### config.mk
export PLATFORM = sky130hd
export DESIGN_NAME = rr_mux4_arbiter_flat
export DESIGN_NICKNAME = d
export VERILOG_FILES = /design/src/rtl/rr_mux4_arbiter_pkg.sv /design/src/rtl/rr_mux4_arbiter_if.sv /design/src/rtl/rr_mux4_arbiter_mux4.sv /design/src/rtl/rr_mux4_arbiter.sv /design/src/flat_wrapper.sv
export SDC_FILE = /design/constraint.sdc
export NUM_CORES = 1
export LEC_CHECK = 0
export ABC_AREA = 1
export BUFFER_PORTS_ARGS = -buffer_cell sky130_fd_sc_hd__buf_2
export CELL_PAD_IN_SITES_DETAIL_PLACEMENT = 1
export CELL_PAD_IN_SITES_GLOBAL_PLACEMENT = 1
export CORE_MARGIN = 2
export CORE_UTILIZATION = 30
export DETAILED_ROUTE_END_ITERATION = 8
export PLACE_DENSITY = 0.92
export REMOVE_ABC_BUFFERS = 1
export SYNTH_ARGS = -nofsm -noshare
export SYNTH_HDL_FRONTEND = slang
export SYNTH_SLANG_ARGS = --single-unit
### constraint.sdc
create_clock -name clk -period 8.34 [get_ports clk]
set_input_delay 2.502 -clock clk [delete_from_list [all_inputs] [get_ports clk]]
set_output_delay 2.502 -clock clk [all_outputs]
set_load 0.01 [all_outputs]
### src/rtl/rr_mux4_arbiter_pkg.sv
// rtl/rr_mux4_arbiter_pkg.sv - shared types, sizes and pick function for the round-robin mux4 arbiter
//
// Package rr_arb_pkg
//   NREQ        number of requesters
//   SEL_W       width of a requester index / mux select
//   arb_state_t output register state (IDLE: empty, FULL: holds an unaccepted word)
//   rr_pick()   round-robin pick starting one past the last granted source
package rr_arb_pkg;

   localparam int NREQ  = 4;
   localparam int SEL_W = 2;

   typedef enum logic {
      IDLE = 1'b0,
      FULL = 1'b1
   } arb_state_t;

   // Scans (last+1), (last+2), ... wrapping, so the last winner is looked at
   // only after every other source. With no request the result is don't-care;
   // callers qualify it with |req.
   function automatic logic [SEL_W-1:0] rr_pick(input logic [NREQ-1:0]  req,
                                                input logic [SEL_W-1:0] last);
      logic [SEL_W-1:0] idx;
      logic             found;
      rr_pick = last + SEL_W'(1);
      found   = 1'b0;
      for (int i = 1; i <= NREQ; i++) begin
         idx = last + SEL_W'(i);
         if (!found && req[idx]) begin
            rr_pick = idx;
            found   = 1'b1;
         end
      end
   endfunction

endpackage

### src/rtl/rr_mux4_arbiter_if.sv
// rtl/rr_mux4_arbiter_if.sv - requester/consumer bundle of the round-robin mux4 arbiter
//
// Signals
//   req[3:0]        request per source, held with stable data until its gnt bit
//   d0..d3[N-1:0]   source data words
//   gnt[3:0]        one-hot combinational grant
//   s[1:0]          registered select of the captured source
//   y[N-1:0]        registered captured data
//   out_valid       y/s hold a transfer not yet accepted
//   out_ready       downstream accepts y at posedge when out_valid & out_ready
// Modports
//   master  requesters and downstream consumer (drive req/data/out_ready)
//   slave   the arbiter
interface rr_mux4_arbiter_if
   import rr_arb_pkg::*;
#(
   parameter int N = 64
);

   logic [NREQ-1:0]  req;
   logic [N-1:0]     d0;
   logic [N-1:0]     d1;
   logic [N-1:0]     d2;
   logic [N-1:0]     d3;
   logic [NREQ-1:0]  gnt;
   logic [SEL_W-1:0] s;
   logic [N-1:0]     y;
   logic             out_valid;
   logic             out_ready;

   modport master (
      output req, d0, d1, d2, d3, out_ready,
      input  gnt, s, y, out_valid
   );

   modport slave (
      input  req, d0, d1, d2, d3, out_ready,
      output gnt, s, y, out_valid
   );

endinterface

### src/rtl/rr_mux4_arbiter_mux4.sv
// rtl/rr_mux4_arbiter_mux4.sv - combinational 4:1 multiplexer used as the arbiter data path
//
// Ports
//   d0..d3 [N-1:0]  data inputs
//   s      [1:0]    select
//   y      [N-1:0]  selected data
module mux4 #(
   parameter int N = 64
) (
   input  logic [N-1:0] d0,
   input  logic [N-1:0] d1,
   input  logic [N-1:0] d2,
   input  logic [N-1:0] d3,
   input  logic [1:0]   s,
   output logic [N-1:0] y
);

   always_comb begin
      y = d0;
      case (s)
         2'd0:    y = d0;
         2'd1:    y = d1;
         2'd2:    y = d2;
         default: y = d3;
      endcase
   end

endmodule

### src/rtl/rr_mux4_arbiter.sv
// rtl/rr_mux4_arbiter.sv - round-robin arbiter sharing one registered 4:1 data path between four requesters
//
// Ports
//   clk     system clock, posedge
//   reset   asynchronous active-low reset
//   bus     rr_mux4_arbiter_if.slave: req, d0..d3, gnt, s, y, out_valid, out_ready
//   cnt     [63:0] packed 16-bit saturating grant counters, cnt[16*i+:16] for source i
//           (present only when RR_MUX4_STATS_EN is defined)
// Build option
//   RR_MUX4_STATS_EN  adds the cnt port and its counters
module rr_mux4_arbiter
   import rr_arb_pkg::*;
#(
   parameter int N = 64
) (
   input  logic               clk,
   input  logic               reset,
   rr_mux4_arbiter_if.slave   bus
`ifdef RR_MUX4_STATS_EN
   ,
   output logic [63:0]        cnt
`endif
);

   arb_state_t       state_q;
   arb_state_t       state_d;
   logic [SEL_W-1:0] last_q;
   logic [SEL_W-1:0] s_q;
   logic [N-1:0]     y_q;
   logic [N-1:0]     mux_y;
   logic [SEL_W-1:0] pick;
   logic             cap;
   logic             any_req;
   logic [NREQ-1:0]  gnt_c;

   assign any_req = |bus.req;
   assign pick    = rr_pick(bus.req, last_q);

   // The output register may load when empty, or when its current word is
   // being accepted in this same cycle, which allows one transfer per cycle.
   assign cap = (state_q == IDLE) || bus.out_ready;

   mux4 #(.N(N)) u_mux4 (
      .d0 (bus.d0),
      .d1 (bus.d1),
      .d2 (bus.d2),
      .d3 (bus.d3),
      .s  (pick),
      .y  (mux_y)
   );

   always_ff @(posedge clk or negedge reset) begin
      if (!reset) begin
         state_q <= IDLE;
      end else begin
         state_q <= state_d;
      end
   end

   // gnt is gated by reset so no requester sees a grant that will be lost.
   always_comb begin
      state_d = state_q;
      gnt_c   = '0;
      if (cap) begin
         state_d = any_req ? FULL : IDLE;
      end
      if (reset && cap && any_req) begin
         gnt_c[pick] = 1'b1;
      end
   end

   // Pointer starts at 3 so source 0 is first after reset.
   always_ff @(posedge clk or negedge reset) begin
      if (!reset) begin
         last_q <= SEL_W'(NREQ - 1);
         s_q    <= '0;
         y_q    <= '0;
      end else if (cap && any_req) begin
         last_q <= pick;
         s_q    <= pick;
         y_q    <= mux_y;
      end
   end

   assign bus.gnt       = gnt_c;
   assign bus.s         = s_q;
   assign bus.y         = y_q;
   assign bus.out_valid = (state_q == FULL);

`ifdef RR_MUX4_STATS_EN
   logic [15:0] cnt_q [NREQ];

   always_ff @(posedge clk or negedge reset) begin
      if (!reset) begin
         for (int i = 0; i < NREQ; i++) begin
            cnt_q[i] <= '0;
         end
      end else begin
         for (int i = 0; i < NREQ; i++) begin
            if (gnt_c[i] && (cnt_q[i] != 16'hFFFF)) begin
               cnt_q[i] <= cnt_q[i] + 16'd1;
            end
         end
      end
   end

   always_comb begin
      cnt = '0;
      for (int i = 0; i < NREQ; i++) begin
         cnt[16*i +: 16] = cnt_q[i];
      end
   end
`endif

endmodule

### src/flat_wrapper.sv
// flat-port wrapper written by rule: the top's interface ports become plain ports
module rr_mux4_arbiter_flat import rr_arb_pkg::*;
#(
   parameter int N = 64
)
  (clk, reset, bus_req, bus_d0, bus_d1, bus_d2, bus_d3, bus_out_ready, bus_gnt, bus_s, bus_y, bus_out_valid);
  rr_mux4_arbiter_if #(.N(N)) bus_i ();
  input  logic clk;
  input  logic reset;
  input wire logic [$bits(bus_i.req)-1:0] bus_req;
  input wire logic [$bits(bus_i.d0)-1:0] bus_d0;
  input wire logic [$bits(bus_i.d1)-1:0] bus_d1;
  input wire logic [$bits(bus_i.d2)-1:0] bus_d2;
  input wire logic [$bits(bus_i.d3)-1:0] bus_d3;
  input wire logic [$bits(bus_i.out_ready)-1:0] bus_out_ready;
  output wire logic [$bits(bus_i.gnt)-1:0] bus_gnt;
  output wire logic [$bits(bus_i.s)-1:0] bus_s;
  output wire logic [$bits(bus_i.y)-1:0] bus_y;
  output wire logic [$bits(bus_i.out_valid)-1:0] bus_out_valid;
  assign bus_i.req = bus_req;
  assign bus_i.d0 = bus_d0;
  assign bus_i.d1 = bus_d1;
  assign bus_i.d2 = bus_d2;
  assign bus_i.d3 = bus_d3;
  assign bus_i.out_ready = bus_out_ready;
  assign bus_gnt = bus_i.gnt;
  assign bus_s = bus_i.s;
  assign bus_y = bus_i.y;
  assign bus_out_valid = bus_i.out_valid;
  rr_mux4_arbiter #(.N(N)) u_core (.clk(clk), .reset(reset), .bus(bus_i));
endmodule
[Word-level counts from Yosys, hierarchy flattened]
Index checks and enable logic that the tools add are counted.
Widths: inputs -> output; s select.
Storage, ports and cells
  bits of input ports: 263
  word-level logic and storage cells: 48
  output and inout port bits: 71
  flip-flop bits (word level): 69
Operators by class
  multiplexer cells: 19
  $lt $le $gt $ge: 6
  bitwise logic cells: 1
  eq/ne operators: 2
  reduce and logical (&&, ||, !) cells: 13
  $add $sub $neg: 3
Operators by type and width (number)
  $pmux 64 s3: 1
  $lt 2x3->1 const B: 5
  $mux 1: 9
  $bmux 1 s2: 4
  $logic_and 1x1->1: 7
  $mux 2: 3
  $add 2x2->2 const B: 2
  $mux 4: 1
  $reduce_or 4->1: 1
  $logic_not 1->1: 3
  $add 2x1->2 const B: 1
  $demux 1 s2: 1
  $eq 2x1->1 const B: 1
  $eq 2x2->1 const B: 1
  $ge 2x1->1 const B: 1
  $logic_not 2->1: 1
  $logic_or 1x1->1: 1
  $not 1->1: 1

[Logic depth before layout (Yosys ltp)]
  word-level depth: 18
  gate-level depth with buffers: 18
  mapped depth without buffers: 16

[Modules after synthesis]
Synthesis repeated with hierarchy kept, for this count alone.
Unflattened totals
  cell total of the unflattened synthesis: 750
  area, all modules: 5063.6 um2
By module, submodules not included
  rr_mux4_arbiter: cells an instance 381, instances 1, sequential area each 1729.2 um2, area each 3055.4 um2
  mux4: cells an instance 369, instances 1, sequential area each 0.0 um2, area each 2008.2 um2

[Least setup slack after synthesis]
OpenSTA, ideal clock, no wires.
  path type: input to output
  start point: input bus_req[0]
  end point: output bus_gnt[1]
  buffers on the path: 1
  required time: 5838 ps
  slack: 2055 ps
  data arrival time: 3783 ps
  stages on the path: 12
  cells stage by stage: inv_1 -> nand2_1 -> nand2_1 -> nand2_1 -> nand2_2 -> nand2_2 -> nor2_2 -> nand2_1 -> nand2_2 -> inv_2 -> clkbuf_1 -> nor3_1
Between the ends
  cells in the longest elaborated chain, start to end: 17
  elaborated cells between the ends (all ways): 28
  classes of those cells: order compare (2); mux (17); reduce/logical (9)
RTL lines
  start, declared: RTL line flat_wrapper.sv:10  | input wire logic [$bits(bus_i.req)-1:0] bus_req;
  $bmux 1 s2: RTL line rr_mux4_arbiter_pkg.sv:29  | if (!found && req[idx]) begin
  $mux 1 (implied by the code): RTL line rr_mux4_arbiter_pkg.sv:29
  $mux 1: RTL line rr_mux4_arbiter_pkg.sv:29
  $logic_not 1->1: RTL line rr_mux4_arbiter_pkg.sv:29
  $logic_and 1x1->1: RTL line rr_mux4_arbiter_pkg.sv:29
  $mux 1: RTL line rr_mux4_arbiter_pkg.sv:29
  $logic_not 1->1: RTL line rr_mux4_arbiter_pkg.sv:29
  $logic_and 1x1->1: RTL line rr_mux4_arbiter_pkg.sv:29
  $mux 1: RTL line rr_mux4_arbiter_pkg.sv:29
  $logic_not 1->1: RTL line rr_mux4_arbiter_pkg.sv:29
  $logic_and 1x1->1: RTL line rr_mux4_arbiter_pkg.sv:29
  $mux 2: RTL line rr_mux4_arbiter_pkg.sv:29
  $lt 2x3->1 (implied by the code) / $ge 2x1->1 (equally long branches): RTL line rr_mux4_arbiter.sv:68  | gnt_c[pick] = 1'b1;
  $logic_and 1x1->1 (implied by the code): RTL line rr_mux4_arbiter.sv:68
  $mux 1 (implied by the code): RTL line rr_mux4_arbiter.sv:68
  $demux 1 s2
  $mux 4 *: RTL line rr_mux4_arbiter.sv:67  | if (reset && cap && any_req) begin
  end, declared: RTL line flat_wrapper.sv:16  | output wire logic [$bits(bus_i.gnt)-1:0] bus_gnt;
Mark *: on every way between the ends. The rest lies on a longest branch, timed or not. The select of a mux whose other input is x is not followed.

[Final worst setup path]
Same ends and word-level chain as after synthesis.

==> results summary <==
The worst hold path depth came out at 2. The switching power is 2.05 mW. After filler insertion, the fill cell instance count of the layout stands at 2437. The reg-to-reg critical path startpoint is u_core.last_q[0]. Grouping stages by cell kind, the critical path spends the most delay in simple AND/OR/NAND/NOR gates.

The DRC marker count from the first detailed-route iteration came out at 279. The floorplan row count is 48. The net switching fraction of the power came out at 57.3%. The power density relative to cell area came out at 492 nW/um^2. The startpoint identified for the worst hold timing path is u_core.bus.y[9]. Once layout is complete, the utilization of the core stands at 42.2%.

Walking the worst path, the cells encountered are buf_2, inv_1, nand2_1, nand2_1, nand2_1, nand2_2, nand2_2, nor2_2, nand2_1, nand2_4, inv_2, nor3_1, buf_2. The maximum buffer depth of the clock tree is 2. The part of the Yosys area used for sequential elements is 32.7%. Setup violations remaining at the end of the flow were counted as 0. The count of port buffers added during placement came out at 333. The die area is 18700 um^2.

In the final layout, the multi-input gates occupy 2880 um^2. The worst max-slew margin expressed relative to the limit came out at 35.2%. The pin slew with the least headroom to its limit came out at 0.970 ns. The final critical path takes up 81.8% of the cycle.

At the end of routability-driven placement, the weighted congestion stood at 0.785. The area used by sequential logic in the layout came out at 1730 um^2. Across all register-to-register paths, the minimum setup slack is 4.63 ns. The path class of the tightest hold or removal check is reg -> reg. The maximum vdd drop is 0.487 mV. The critical path runs through a total of 13 cells. The pin count of the biggest net entering global routing is 83.

The sum of internal, switching and leakage power came out at 3.57 mW. Setup repair after global routing left no endpoint under its margin. The synthesized area per cell is 6.12 um^2. The total standard cell area after synthesis came out at 5280 um^2. Synthesis instantiated 22 different standard cells from the library. The share of the synthesized area in the top cell type came out at 31.7%.

The detail route stage leaves a number of antenna-violating nets equal to 0. The level count of the clock H-tree is 3. The half-perimeter wire length of the detailed placement result came out at 16400 um.

The setup skew after layout came out at 0.00513 ns. The die boundary height came out at 137 um. The share of final-layout standard cells stronger than drive strength 1 is 32.3%. The first-pass detailed-route iteration total came out at 4. TritonCTS built the clock tree. The number of antenna violations at the first check in global routing came out at 0. The clock-pin slew reported for the worst setup and hold paths after clock tree synthesis is 0.05 ns. The number of post-CTS setup repair buffers is 0. The reported leakage power is 4.33 nW. The internal power of the cells totals 1.53 mW.

In this run the clock root is driven by a clkbuf_16. The routed design could run at a clock period as short as 6.82 ns. The sum of routed wire length over all layers is 22700 um. The final layout net count came out at 1411. The number of buffers and inverters on the critical path is 4.

The number of diodes came out at 0. The delay contributed by the slowest stage of the critical path came out at 0.28 ns. The worst hold-check slack is 0.473 ns. The post-cts hold buffer count came out at 0. Ranked by total cell area, the synthesized netlist is headed by dfrtp_1, nand2_1, nand3_1. By instance count, the cell type seen most on the critical path is nand2_1.

The total grt overflow came out at 0. CTS saw 69 sinks. The total CTS buffers is 9. The number of ports placed on the die boundary came out at 334. For hold timing, the worst endpoint is u_core.bus.y[9]. The placed instance count came out at 1362. The via density per instance came out at 5.11. The area of the placeable core is 17200 um^2. The share of power burned in the clock network is 11.0%. The detail-routed net length per standard cell came out at 16.5 um. For the worst-skew pair, the clock arrives at the later sink with an insertion delay of 0.34 ns. The run finished with clean final reports.

The sequential cell fraction of total power came out at 17.1%. At the worst endpoint, the arrival time is 4.32 ns. The vias after detailed routing is 7040. For this configuration, the core starts out at a cell density of 30.7%. After clock tree synthesis, the repair step resized 0 gates. The critical path in this run is classified as in -> out. The endpoint identified for the worst register-to-register timing path is u_core.bus.y[10]. After synthesis the netlist holds a flip-flop and latch count of 69. The instance count of the mapped netlist came out at 864. The count of cells in the finished layout, fillers not included, comes to 1378. The cell type with the highest aggregate area in the netlist is dfrtp_1.

The count of endpoints failing hold in the final timing report was 0. The die span in x came out at 137 um. The signed area change from the synthesized netlist to the final layout came out at 37.5%. The number of max-cap violations is 0. The number of global-route vias before repair is 7122. Among all stages on the critical path, the largest delay is contributed by nand2_4.

The required time of the critical path came out at 5.84 ns. STA classifies the critical path startpoint as an input port. The overall fraction of global-route tracks in use is 24.1%. Of all nets on the critical path, the largest fanout is 30. The share of total power dissipated in combinational logic is 72.0%. The count of final max-slew check failures was 0. For this run, design rule violations remaining after detail routing come to 0. STA classifies the critical path endpoint as an output pin. Yosys printed 0 warnings. The first-pass GRT wire length is 35200 um. The worst register-to-register path has a depth of 15. The maximum clock frequency is 147 MHz.
-- worst register-to-register path: stages, from the launching register on --
cell     delay (ns)
dfstp_2        0.66
inv_1          0.22
nand2_1        0.18
nand3_1        0.09
nand2_1        0.16
nand2_1        0.10
nand2_1        0.07
nand2_1        0.05
nand2_1        0.09
nand2_4        0.20
buf_4          0.45
nor2_4         0.89
nand2_1        0.26
nand3_1        0.15
nand2_1        0.06
nand2_1        0.05
-- worst max path at each step --
stage | from | to
floorplan | bus_req[1] | bus_gnt[3]
global placement | bus_req[1] | bus_gnt[1]
detailed placement | bus_req[0] | bus_gnt[1]
CTS | bus_req[0] | bus_gnt[1]
global route | bus_req[0] | bus_gnt[1]
finish | bus_req[0] | bus_gnt[1]
-- cell families (layout without fill, tap and decap cells) --
kind of cell,Yosys count,count (layout),synth area share [%]
simple gates,522,522,43.2
buf+inv,160,449,13.4
compound gates,113,113,10.7
flops,69,69,32.7
-- through the flow --
step           setup TNS [ns]  area, um^2  worst slack (ns)
2_1_floorplan          -0.306        4920            -0.306
3_3_place_gp                0        6960              1.65
3_5_place_dp                0        6960              1.53
4_1_cts                     0        7270              1.50
5_1_grt                     0        7270              1.30
6_report                    0        7270              1.52
-- cell type report --
cell class                      instances  area share, %
Clock buffer                           11           3.34
Multi-Input combinational cell        635           39.6
Sequential cell                        69           23.8
Clock inverter                          5          0.826
Inverter                               91           4.70
Tap cell                              225           3.87
Timing Repair Buffer                  342           23.9
-- power groups by stage --
stage,Combinational [mW],Sequential (mW),Clock [mW]
after global placement,2.48,0.602,0
after detailed placement,2.59,0.611,0
final,2.57,0.610,0.392
after floorplan,1.57,0.680,0
after global routing,2.90,0.633,0.420
after CTS,2.60,0.610,0.404
-- flip-flops by register name, summed over array words and instances, names as in the netlist --
register / count
u_core.bus.out_valid: 1
u_core.bus.s: 2
u_core.bus.y: 64
u_core.last_q: 2
-- Yosys cell counts --
cell type / instances
buf_4: 8
clkbuf_2: 4
nor2_1: 7
inv_2: 2
clkbuf_1: 29
nor2_4: 1
nand2_4: 1
nor4_1: 1
inv_1: 89
buf_1: 1
o21ai_1: 50
nand4_1: 64
dfstp_2: 2
nand2_1: 337
nor3_1: 2
buf_6: 6
buf_2: 21
nand2_2: 4
o21ai_0: 63
nor2_2: 1
dfrtp_1: 67
nand3_1: 104
-- cell usage in the layout (no fill, tap or decap), types with 4 or more instances in the layout --
cell	instances
nand2_1	335
nand3_1	104
nor2_1	6
clkinvlp_4	4
dfrtp_1	67
buf_2	332
nand4_1	64
o21ai_1	50
buf_4	10
inv_1	88
clkbuf_16	9
nand2_4	4
o21ai_0	63
-- metal layers --
metal  vias to the layer above  wire [um]  global-route usage (%)
met5                         -          0                       0
met4                         0        686                    10.4
met3                        43       1550                    5.26
met2                       254      11500                    43.9
met1                      3379       8950                    26.8
li1                       3364          -                       -
No activity file was read; power rests on OpenSTA's default activity.
